File: config.mk
export PLATFORM = sky130hd
export DESIGN_NAME = pwm_divfreq_multi
export DESIGN_NICKNAME = d
export VERILOG_FILES = /design/src/rtl/pwm_divfreq_multi.sv
export SDC_FILE = /design/constraint.sdc
export NUM_CORES = 1
export LEC_CHECK = 0
export BUFFER_PORTS_ARGS = -buffer_cell sky130_fd_sc_hd__buf_4
export CAP_MARGIN = 25
export CORE_MARGIN = 4
export CORE_UTILIZATION = 50
export CTS_CLUSTER_DIAMETER = 50
export CTS_CLUSTER_SIZE = 30
export DETAILED_ROUTE_END_ITERATION = 16
export PLACE_DENSITY = 0.72
export REMOVE_ABC_BUFFERS = 1
export SLEW_MARGIN = 30
export SYNTH_ARGS = -nofsm -noshare
export SYNTH_HDL_FRONTEND = slang
export SYNTH_SLANG_ARGS = --single-unit
File: constraint.sdc
create_clock -name ClkIn -period 3.6 [get_ports ClkIn]
set_clock_uncertainty 0.1 [all_clocks]
set_input_delay 0.72 -clock ClkIn [delete_from_list [all_inputs] [get_ports ClkIn]]
set_output_delay 0.72 -clock ClkIn [all_outputs]
set_load 0.01 [all_outputs]
File: src/rtl/pwm_divfreq_multi.sv
// pwm_divfreq_multi: NB_CH independent divider/PWM channels sharing one
// clock, one run enable and one register write port. New period/on-time
// values are staged in pending registers and only become active at the
// channel's own period boundary (or straight away while disabled), so a
// running output never shows a shortened or stretched pulse.
module pwm_divfreq_multi #(
  parameter int unsigned NB_CH     = 4,
  parameter int unsigned BUS_SIZE  = 8,
  parameter int unsigned DEF_NBT   = 30,
  parameter int unsigned DEF_NBTON = 10,
  parameter logic        POLARITY  = 1'b1,
  localparam int unsigned CH_W     = (NB_CH > 1) ? $clog2(NB_CH) : 1
) (
  input  logic                ClkIn,
  input  logic                nReset,
  input  logic                Enable,
  input  logic                WrEn,
  input  logic [CH_W-1:0]     WrCh,
  input  logic                WrSel,
  input  logic [BUS_SIZE-1:0] WrData,
  output logic [NB_CH-1:0]    ClkOut,
  output logic [NB_CH-1:0]    PeriodTick,
  output logic [NB_CH-1:0]    Pending
);

  localparam logic [BUS_SIZE-1:0] DEF_PER = BUS_SIZE'(DEF_NBT);
  localparam logic [BUS_SIZE-1:0] DEF_TON = BUS_SIZE'(DEF_NBTON);
  localparam logic [CH_W:0]       NB_CH_L = (CH_W + 1)'(NB_CH);
  localparam logic                INACT   = ~POLARITY;

  // Per-channel counter plus active (in use) and pending (staged) settings
  logic [BUS_SIZE-1:0] r_cnt  [NB_CH];
  logic [BUS_SIZE-1:0] r_perA [NB_CH];
  logic [BUS_SIZE-1:0] r_tonA [NB_CH];
  logic [BUS_SIZE-1:0] r_perP [NB_CH];
  logic [BUS_SIZE-1:0] r_tonP [NB_CH];
  logic [NB_CH-1:0]    r_pending;
  logic [NB_CH-1:0]    r_clkOut;
  logic [NB_CH-1:0]    r_tick;

  logic                w_wrValid;
  logic [NB_CH-1:0]    w_wrHit;
  logic [NB_CH-1:0]    w_atWrap;
  logic [NB_CH-1:0]    w_commit;

  // Decode the shared write port into a one-hot channel select; writes to
  // channel numbers that do not exist are dropped here
  always_comb begin
    w_wrValid = WrEn && ({1'b0, WrCh} < NB_CH_L);
    w_wrHit   = '0;
    for (int i = 0; i < NB_CH; i++) begin
      if (w_wrValid && (WrCh == CH_W'(i))) begin
        w_wrHit[i] = 1'b1;
      end
    end
  end

  // A staged value is committed at the wrap edge, or at once while disabled
  always_comb begin
    w_atWrap = '0;
    w_commit = '0;
    for (int i = 0; i < NB_CH; i++) begin
      w_atWrap[i] = (r_cnt[i] == r_perA[i]);
      w_commit[i] = r_pending[i] && (!Enable || w_atWrap[i]);
    end
  end

  // Pending registers: a write always lands here; a same-edge commit has
  // already taken the old staged value, so the flag stays set for the new one
  always_ff @(posedge ClkIn or negedge nReset) begin
    if (!nReset) begin
      for (int i = 0; i < NB_CH; i++) begin
        r_perP[i] <= DEF_PER;
        r_tonP[i] <= DEF_TON;
      end
      r_pending <= '0;
    end else begin
      for (int i = 0; i < NB_CH; i++) begin
        if (w_wrHit[i]) begin
          if (WrSel) begin
            r_tonP[i] <= WrData;
          end else begin
            r_perP[i] <= WrData;
          end
          r_pending[i] <= 1'b1;
        end else if (w_commit[i]) begin
          r_pending[i] <= 1'b0;
        end
      end
    end
  end

  // Active registers: copy both staged fields together so period and
  // on-time of a channel always change on the same edge
  always_ff @(posedge ClkIn or negedge nReset) begin
    if (!nReset) begin
      for (int i = 0; i < NB_CH; i++) begin
        r_perA[i] <= DEF_PER;
        r_tonA[i] <= DEF_TON;
      end
    end else begin
      for (int i = 0; i < NB_CH; i++) begin
        if (w_commit[i]) begin
          r_perA[i] <= r_perP[i];
          r_tonA[i] <= r_tonP[i];
        end
      end
    end
  end

  // Period counters: wrap on reaching (or exceeding, after a lowered period)
  // the active period; held at zero while disabled so channels restart aligned
  always_ff @(posedge ClkIn or negedge nReset) begin
    if (!nReset) begin
      for (int i = 0; i < NB_CH; i++) begin
        r_cnt[i] <= '0;
      end
    end else begin
      for (int i = 0; i < NB_CH; i++) begin
        if (!Enable) begin
          r_cnt[i] <= '0;
        end else if (r_cnt[i] < r_perA[i]) begin
          r_cnt[i] <= r_cnt[i] + 1'b1;
        end else begin
          r_cnt[i] <= '0;
        end
      end
    end
  end

  // Registered outputs, decoded from the pre-edge count and active settings
  always_ff @(posedge ClkIn or negedge nReset) begin
    if (!nReset) begin
      r_clkOut <= {NB_CH{INACT}};
      r_tick   <= '0;
    end else begin
      for (int i = 0; i < NB_CH; i++) begin
        if (!Enable) begin
          r_clkOut[i] <= INACT;
          r_tick[i]   <= 1'b0;
        end else begin
          r_clkOut[i] <= (r_cnt[i] < r_tonA[i]) ? POLARITY : INACT;
          r_tick[i]   <= w_atWrap[i];
        end
      end
    end
  end

  assign ClkOut     = r_clkOut;
  assign PeriodTick = r_tick;
  assign Pending    = r_pending;

endmodule

== Word-level counts from Yosys, hierarchy flattened ==
Cells that the tools add are included.
Cells by class
  $add $sub $neg: 4
  magnitude comparators: 8
  eq/ne operators: 7
  multiplexer cells: 32
  bitwise logic cells: 1
  reductions and logical operators: 26
Operator list (count)
  $lt A8 B8 Y1: 8
  $mux W8: 8
  $add A8 B1 Y8 const B: 4
  $eq A8 B8 Y1: 4
  $mux W1: 24
  $reduce_and A2 Y1: 8
  $logic_and A1 B1 Y1: 8
  $reduce_bool A2 Y1: 4
  $eq A2 B2 Y1 const B: 2
  $logic_or A1 B1 Y1: 4
  $eq A2 B1 Y1 const B: 1
  $logic_not A2 Y1: 1
  $logic_not A1 Y1: 1
  $not A1 Y1: 1
Storage, ports and cells
  register bits after elaboration: 172
  word-level logic and storage cells: 104

== Longest topological paths before layout ==
Gate-level depths: netlist (run 1).
  depth in word-level cells: 5
  depth in mapped cells: 7
  gate-level depth less buffers: 6

== Worst setup path before layout (run 1) ==
Ideal clock, no wire load.
  path kind: register -> register
  start: reg r_perA[11] in the netlist's numbering
  end: reg r_perA[13] in the netlist's numbering
  setup time: 125 ps
  arrival: 1719 ps
  data required time: 3375 ps
  path slack: 1656 ps
  cell stages (with the launch flop): 8
  path buffers: 1
  clock period less this slack: 1944 ps
  cells stage by stage: dfstp_2 -> inv_1 -> ha_1 -> nand4_1 -> nor2_2 -> o21ai_4 -> buf_6 -> mux2_4
On the way
  word-level cells in the longest chain between the ends: 3
Ends and longest elaborated chain
  from (decl): line 33  | logic [BUS_SIZE-1:0] r_perA [NB_CH];
  from (signal, indexed assignment): line 104  | r_perA[i] <= r_perP[i];
  $eq A8 B8 Y1: line 63  | w_atWrap[i] = (r_cnt[i] == r_perA[i]);
  $logic_or A1 B1 Y1: line 64  | w_commit[i] = r_pending[i] && (!Enable || w_atWrap[i]);
  $logic_and A1 B1 Y1: line 64
No other way between the ends.
A chain may end at the register's enable or synchronous reset.

== Final worst setup path (run 1) ==
  start: reg r_perA[19] in the netlist's numbering
  end: reg r_tonA[18] in the netlist's numbering
On the way
  word-level cells in the longest chain between the ends: 3
Ends and longest elaborated chain
  $eq A8 B8 Y1: line 63
  $logic_or A1 B1 Y1: line 64
  $logic_and A1 B1 Y1: line 64
  to (signal, indexed assignment): line 105  | r_tonA[i] <= r_tonP[i];
  to (decl): line 34  | logic [BUS_SIZE-1:0] r_tonA [NB_CH];
No other way between the ends.

==> results.toml, run 1 <==
[floorplanning]
rows = 47
core_area_sq_mm = 0.0165
die_area_sq_mm = 0.0189
die_h_microns = 138
initial_core_util_pct = 50.8
num_io_pins = 27
die_w_microns = 138

[worst_setup_path]
r2r_start = "r_perA[19]$_DFFE_PN1P_"
crit_path_end_kind = "flop"
cp_slowest_cell = "dfstp_2"
crit_buf_inv = 1
rr_worst_depth = 6
critical-path-max-stage-delay_ps = 540
r2r_slack_ps = 1340
crit_chain = "inv_1 > ha_1 > nand4_1 > nor2_2 > o21ai_4 > mux2_2"
critPathRequiredTime_ps = 3820
cpLargestDelayFamily = "flip-flops"
cp-startpoint = "r_perA[19]$_DFFE_PN1P_"
critPathLaunchType = "flop"
arrival_ps = 2470
critPathKind = "flop to flop"
critPathMaxFanout = 16
rr_endpoint = "r_tonA[18]$_DFFE_PN0P_"

[routing]
viasPerCell = 5.35
drt-total-wl_mm = 16.0
drtPass1Iterations = 4
wire_per_inst_microns = 17.6
ant_nets = 0
drc = 0
vias = 4863
drtIter0Drc = 178

[cts]
cts-buffers-inserted = 17
cts_resized = 0
path_clk_slew_ps = 70
ctsHoldBuffers = 0
clockBufferDepth = 2
cts-root-buf = "clkbuf_16"
postCtsSetupBuffers = 0
clock_sinks = 172
cts_tree = "done"
clk_latency_ps = 430
h-tree-depth = 4

[final_layout]
fin_util_pct = 56.8
n_antenna_cell = 0
layout.nets = 755
drive_gt1_share_pct = 37.0
fill_cells = 1313
area_growth_syn_to_layout_pct = 12.0

[global_routing]
grt_pass1_wl_mm = 27.2
grtUsageTotal_pct = 18.7
grt_pass1_vias = 5351
antenna_found_initial = 0
grt_max_degree = 75
gr-total-overflow = 0

[logic_synthesis]
synthArstFlopShare_pct = 100
synth.largest_area_cell = "dfrtp_1"
yosysWarnings = 0
syn_avg_cell_area_sq_um = 13.1
syn_inst = 639
synthDistinctLibCells = 42
synthesis.area_sq_mm = 0.00839
synth_ff_type = "dfrtp_1"
synth-edff-count = 0
yosysSeqAreaShare_pct = 52.0
ys_ff_latch = 172
synth_top_area_share_pct = 37.0
synth.area.top_cells = "dfrtp_1, dfstp_2, mux2_2"

[placed_design]
hpwl_mm = 11.1
place_ws_ps = 1280
place_congestion = 0.800
port_buffers = 26

[timing]
maxSlewViolCount = 0
worst_slack_ps = 1340
fin_crit_ps = 2260
fmax_mhz = 443
worstMarginPinSlew_ps = 672
setup_viol = 0
rsz0062_at_grt = "false"
fin_crit_sh_pct = 62.7
fin_tns_setup_ps = 0
final_hold_viol_count = 0
maxSlewHeadroom_pct = 55.1

[job]
max-cap-violations = 0

[power_and_ir_drop]
leakage_nw = 4.49
power.total_mw = 6.56
vdd_drop_max_uv = 414
p_per_area_mw_per_mm2 = 698

[worst_hold_path]
hp-class = "input pin to async pin"

[run_status]
outcome = "finished, final reports clean"
## cell usage in the layout (no fill, tap or decap), drive strengths merged
cell type and n:
a211o 4, nand4b 1, o2111ai 4, nor3b 4, xnor2 4, o211ai 6, ha 64, buf 30
and3 9, bufinv 2, nor2b 12, o21ai 8, nor3 41, clkbuf 19, nand2b 5, nor2 9
clkinvlp 1, nand4 9, a22o 2, nand2 9, mux2 128, xor2 20, dfstp 48, dfrtp 124
nand3 27, a2111oi 4, inv 69, clkinv 6, a21oi 20
## kinds of logic (layout without fill, tap and decap cells)
| kind of cell | count (synthesis) | after routing | synth area share (%) |
|---|---|---|---|
| DFF | 172 | 172 | 52.0 |
| buffers and inverters | 77 | 127 | 4.09 |
| AOI/OAI and AO/OA | 48 | 48 | 3.98 |
| and+or+nand+nor | 126 | 126 | 8.86 |
| adders and majority gates | 64 | 64 | 9.55 |
| xor gates and xnor gates | 24 | 24 | 2.51 |
| muxes | 128 | 128 | 19.0 |
## registers in the layout, indices dropped and copies added, names as in the netlist
| signal | count |
|---|---|
| ClkOut | 4 |
| Pending | 4 |
| PeriodTick | 4 |
| r_cnt | 32 |
| r_perA | 32 |
| r_perP | 32 |
| r_tonA | 32 |
| r_tonP | 32 |
## power breakdown
| group | leakage [nW] | switching (mW) | internal [mW] |
|---|---|---|---|
| clock | 0.291 | 0.783 | 1.06 |
| combinational | 2.14 | 0.747 | 0.944 |
| sequential | 2.06 | 0.379 | 2.65 |
## cell type report
class,instances,area (sq um),area share [%]
multi-input cells,390,3680,39.2
clock inverters,13,158,1.68
clock buffers,19,443,4.72
well taps,220,275,2.93
inverters,65,244,2.60
repair buffers,30,229,2.44
flip-flops and latches,172,4360,46.5
## how the worst max path moves through the flow
stage,to,slack [ps],cells past startpoint
floorplan,r_tonA[10]$_DFFE_PN0P_,1550,6
global placement,r_tonA[20]$_DFFE_PN0P_,1380,4
detailed placement,r_perP[23]$_DFFE_PN0P_,1280,4
CTS,r_tonA[18]$_DFFE_PN0P_,1330,6
global route,r_tonA[20]$_DFFE_PN0P_,1250,6
finish,r_tonA[18]$_DFFE_PN0P_,1340,6
## metrics by stage
step	std cells	hold slack, ps	area, sq um
finish	909	204	9390
global route	909	245	9390
CTS	909	214	9390
detailed placement	877	393	8790
global placement	877	384	8790
floorplan	627	324	8290
## metal layers
layer	track usage (%)	share of wire, %	vias to the layer above	routed length (microns)
met5	0	0	-	0
met4	5.32	0.92	0	148
met3	4.09	2.7	13	433
met2	31.0	49	42	7890
met1	24.7	47	2468	7560
li1	-	-	2340	-
## worst reg2reg max path, cell delays in order (launching register included)
cell	delay, ps
dfstp_2	540
inv_1	50
ha_1	310
nand4_1	150
nor2_2	80
o21ai_4	510
mux2_2	410
## cells in the mapped netlist (all sizes together), types with 5 or more instances
master	number
buf	10
dfrtp	124
mux2	128
nand2	9
nand3	27
nand2b	5
nor3	41
o21ai	8
nand4	9
xor2	20
a21oi	20
ha	64
nor2	9
dfstp	48
o211ai	6
and3	9
inv	65
nor2b	12
(Power assumes the default switching activity.)
==> run 2: changes to the inputs <==
==> constraint.sdc (replaced) <==
create_clock -name ClkIn -period 2.3 [get_ports ClkIn]
set_clock_uncertainty 0.1 [all_clocks]
set_input_delay 0.46 -clock ClkIn [delete_from_list [all_inputs] [get_ports ClkIn]]
set_output_delay 0.46 -clock ClkIn [all_outputs]
set_load 0.01 [all_outputs]
==> run 2 against run 1 <==
  * Maximum frequency grew 4.6%
  * Worst hold slack gained 38 ps
  * Utilization grew 0.83 points
  * Critical endpoint is now r_perA[7]$_DFFE_PN0P_
  * Combinational power grew 59%
==> results.toml, run 2 (synthesis results as in run 1) <==
[routing]
wl_met2_mm = 7.74
drt-total-wl_mm = 15.8
wire_per_inst_microns = 17.3
viasPerCell = 5.37
drtIter0Drc = 210
vias = 4932
routed.top_layer = "met4"
wl_met3_microns = 424
drtPass1Iterations = 4
drc = 0
ant_nets = 0
wirelength_met1_mm = 7.54

[worst_setup_path]
critPathLaunchType = "flop"
rr_endpoint = "r_perA[7]$_DFFE_PN0P_"
r2r_start = "r_perA[2]$_DFFE_PN1P_"
worstSetupEndpoint = "r_perA[7]$_DFFE_PN0P_"
r2r_slack_ps = 140
arrival_ps = 2360
rr_worst_depth = 6
critPathKind = "flop to flop"
cp-startpoint = "r_perA[2]$_DFFE_PN1P_"
crit_path_end_kind = "flop"
critPathMaxFanout = 16
critPathRequiredTime_ps = 2510

[cts]
cts-buffers-inserted = 17
cts_tree = "done"
cts_resized = 0
clockBufferDepth = 2
h-tree-depth = 4
postCtsSetupBuffers = 0
path_clk_slew_ps = 60
cts-root-buf = "clkbuf_16"
clock_sinks = 172
clk_latency_ps = 430

[global_routing]
grt_pass1_vias = 5081
gr-total-overflow = 0
antenna_found_initial = 0
grt_pass1_wl_mm = 26.5
grt_max_degree = 58
grtUsageTotal_pct = 18.3

[power_and_ir_drop]
leakage_nw = 4.57
clockPowerShare_pct = 28.3
p_switching_mw = 2.95
vdd_drop_max_uv = 615
p_comb_share_pct = 26.0
p_per_area_mw_per_mm2 = 1090
p_int_mw = 7.40
p_sw_share_pct = 28.5
seqPwrFrac_pct = 45.7

[floorplanning]
die_h_microns = 138
die_area_sq_mm = 0.0189
die_w_microns = 138
num_io_pins = 27
initial_core_util_pct = 50.8
core_area_sq_mm = 0.0165
rows = 47

[placed_design]
port_buffers = 26
place_congestion = 0.839
hpwl_mm = 11.3
place_ws_ps = 163

[job]
max-cap-violations = 0

[final_layout]
fill_cells = 1259
final_cell_mix = "dfrtp_1, mux2_2, inv_1, ha_1, dfstp_2"
area_growth_syn_to_layout_pct = 13.6
n_antenna_cell = 0
layout.nets = 764
layout.cells.most_common = "dfrtp_1"
drive_gt1_share_pct = 37.5
fin_util_pct = 57.7

[timing]
fin_crit_ps = 2160
maxSlewViolCount = 0
setup_viol = 0
fmax_mhz = 464
final_hold_viol_count = 0
worstMarginPinSlew_ps = 642
worst_slack_ps = 144
maxSlewHeadroom_pct = 57.2
rsz0062_at_grt = "false"
fin_tns_setup_ps = 0
fin_crit_sh_pct = 93.8

[run_status]
outcome = "finished, final reports clean"

[worst_hold_path]
hp-class = "input pin to flop"
[run 2: repair_timing]
item                                    4_1_cts  5_1_grt
hold buffers                                  1        0
hold endpoints to repair                     41        0
endpoints found under the setup margin        0        0
[run 2: layout make-up]
| cell class | count | area (sq um) | share of cell area [%] |
|---|---|---|---|
| clock buffer | 20 | 447 | 4.69 |
| clock inverter | 12 | 159 | 1.67 |
| inverter | 65 | 244 | 2.56 |
| multi-input combinational | 390 | 3680 | 38.6 |
| sequential | 172 | 4360 | 45.8 |
| tap | 220 | 275 | 2.89 |
| timing repair buffer | 39 | 362 | 3.79 |
[run 2: power groups by stage]
| stage | sequential [mW] | clock [mW] | combinational (mW) |
|---|---|---|---|
| after floorplan | 4.56 | 0 | 2.10 |
| after global placement | 4.73 | 0 | 2.53 |
| after detailed placement | 4.77 | 0 | 2.70 |
| after CTS | 4.73 | 3.00 | 2.73 |
| after global routing | 4.84 | 3.13 | 3.01 |
| final | 4.73 | 2.94 | 2.69 |
[run 2: metrics by stage]
stage,std cells,hold WS (ps),power (mW),cell area (sq um)
2_1_floorplan,627,64.4,6.66,8290
3_3_place_gp,885,353,7.25,8910
3_5_place_dp,885,365,7.47,8910
4_1_cts,918,223,10.5,9530
5_1_grt,918,235,11.0,9530
6_report,918,242,10.4,9530
[run 2: routing by layer]
| metal | track usage, % | vias up |
|---|---|---|
| met5 | 0 | - |
| met4 | 4.93 | 0 |
| met3 | 4.75 | 13 |
| met2 | 29.2 | 51 |
| met1 | 24.8 | 2512 |
| li1 | - | 2356 |
[run 2: worst min-delay path by stage]
stage | from | endpoint | slack, ps | cells after the start
2_1_floorplan | nReset | ClkOut[0]$_DFF_PN0_ | 60 | 0
3_3_place_gp | nReset | ClkOut[2]$_DFF_PN0_ | 350 | 1
3_5_place_dp | nReset | ClkOut[2]$_DFF_PN0_ | 370 | 1
4_1_cts | Enable | Pending[0]$_DFFE_PN0P_ | 220 | 3
5_1_grt | Enable | Pending[0]$_DFFE_PN0P_ | 230 | 3
6_report | Enable | Pending[0]$_DFFE_PN0P_ | 240 | 3
[run 2: worst max-delay path, stage by stage, from the launching register on]
cell	delay, ps
dfstp_2	530
inv_1	50
ha_1	290
nand4_1	160
o21ai_1	180
nand2_2	330
mux2_4	400
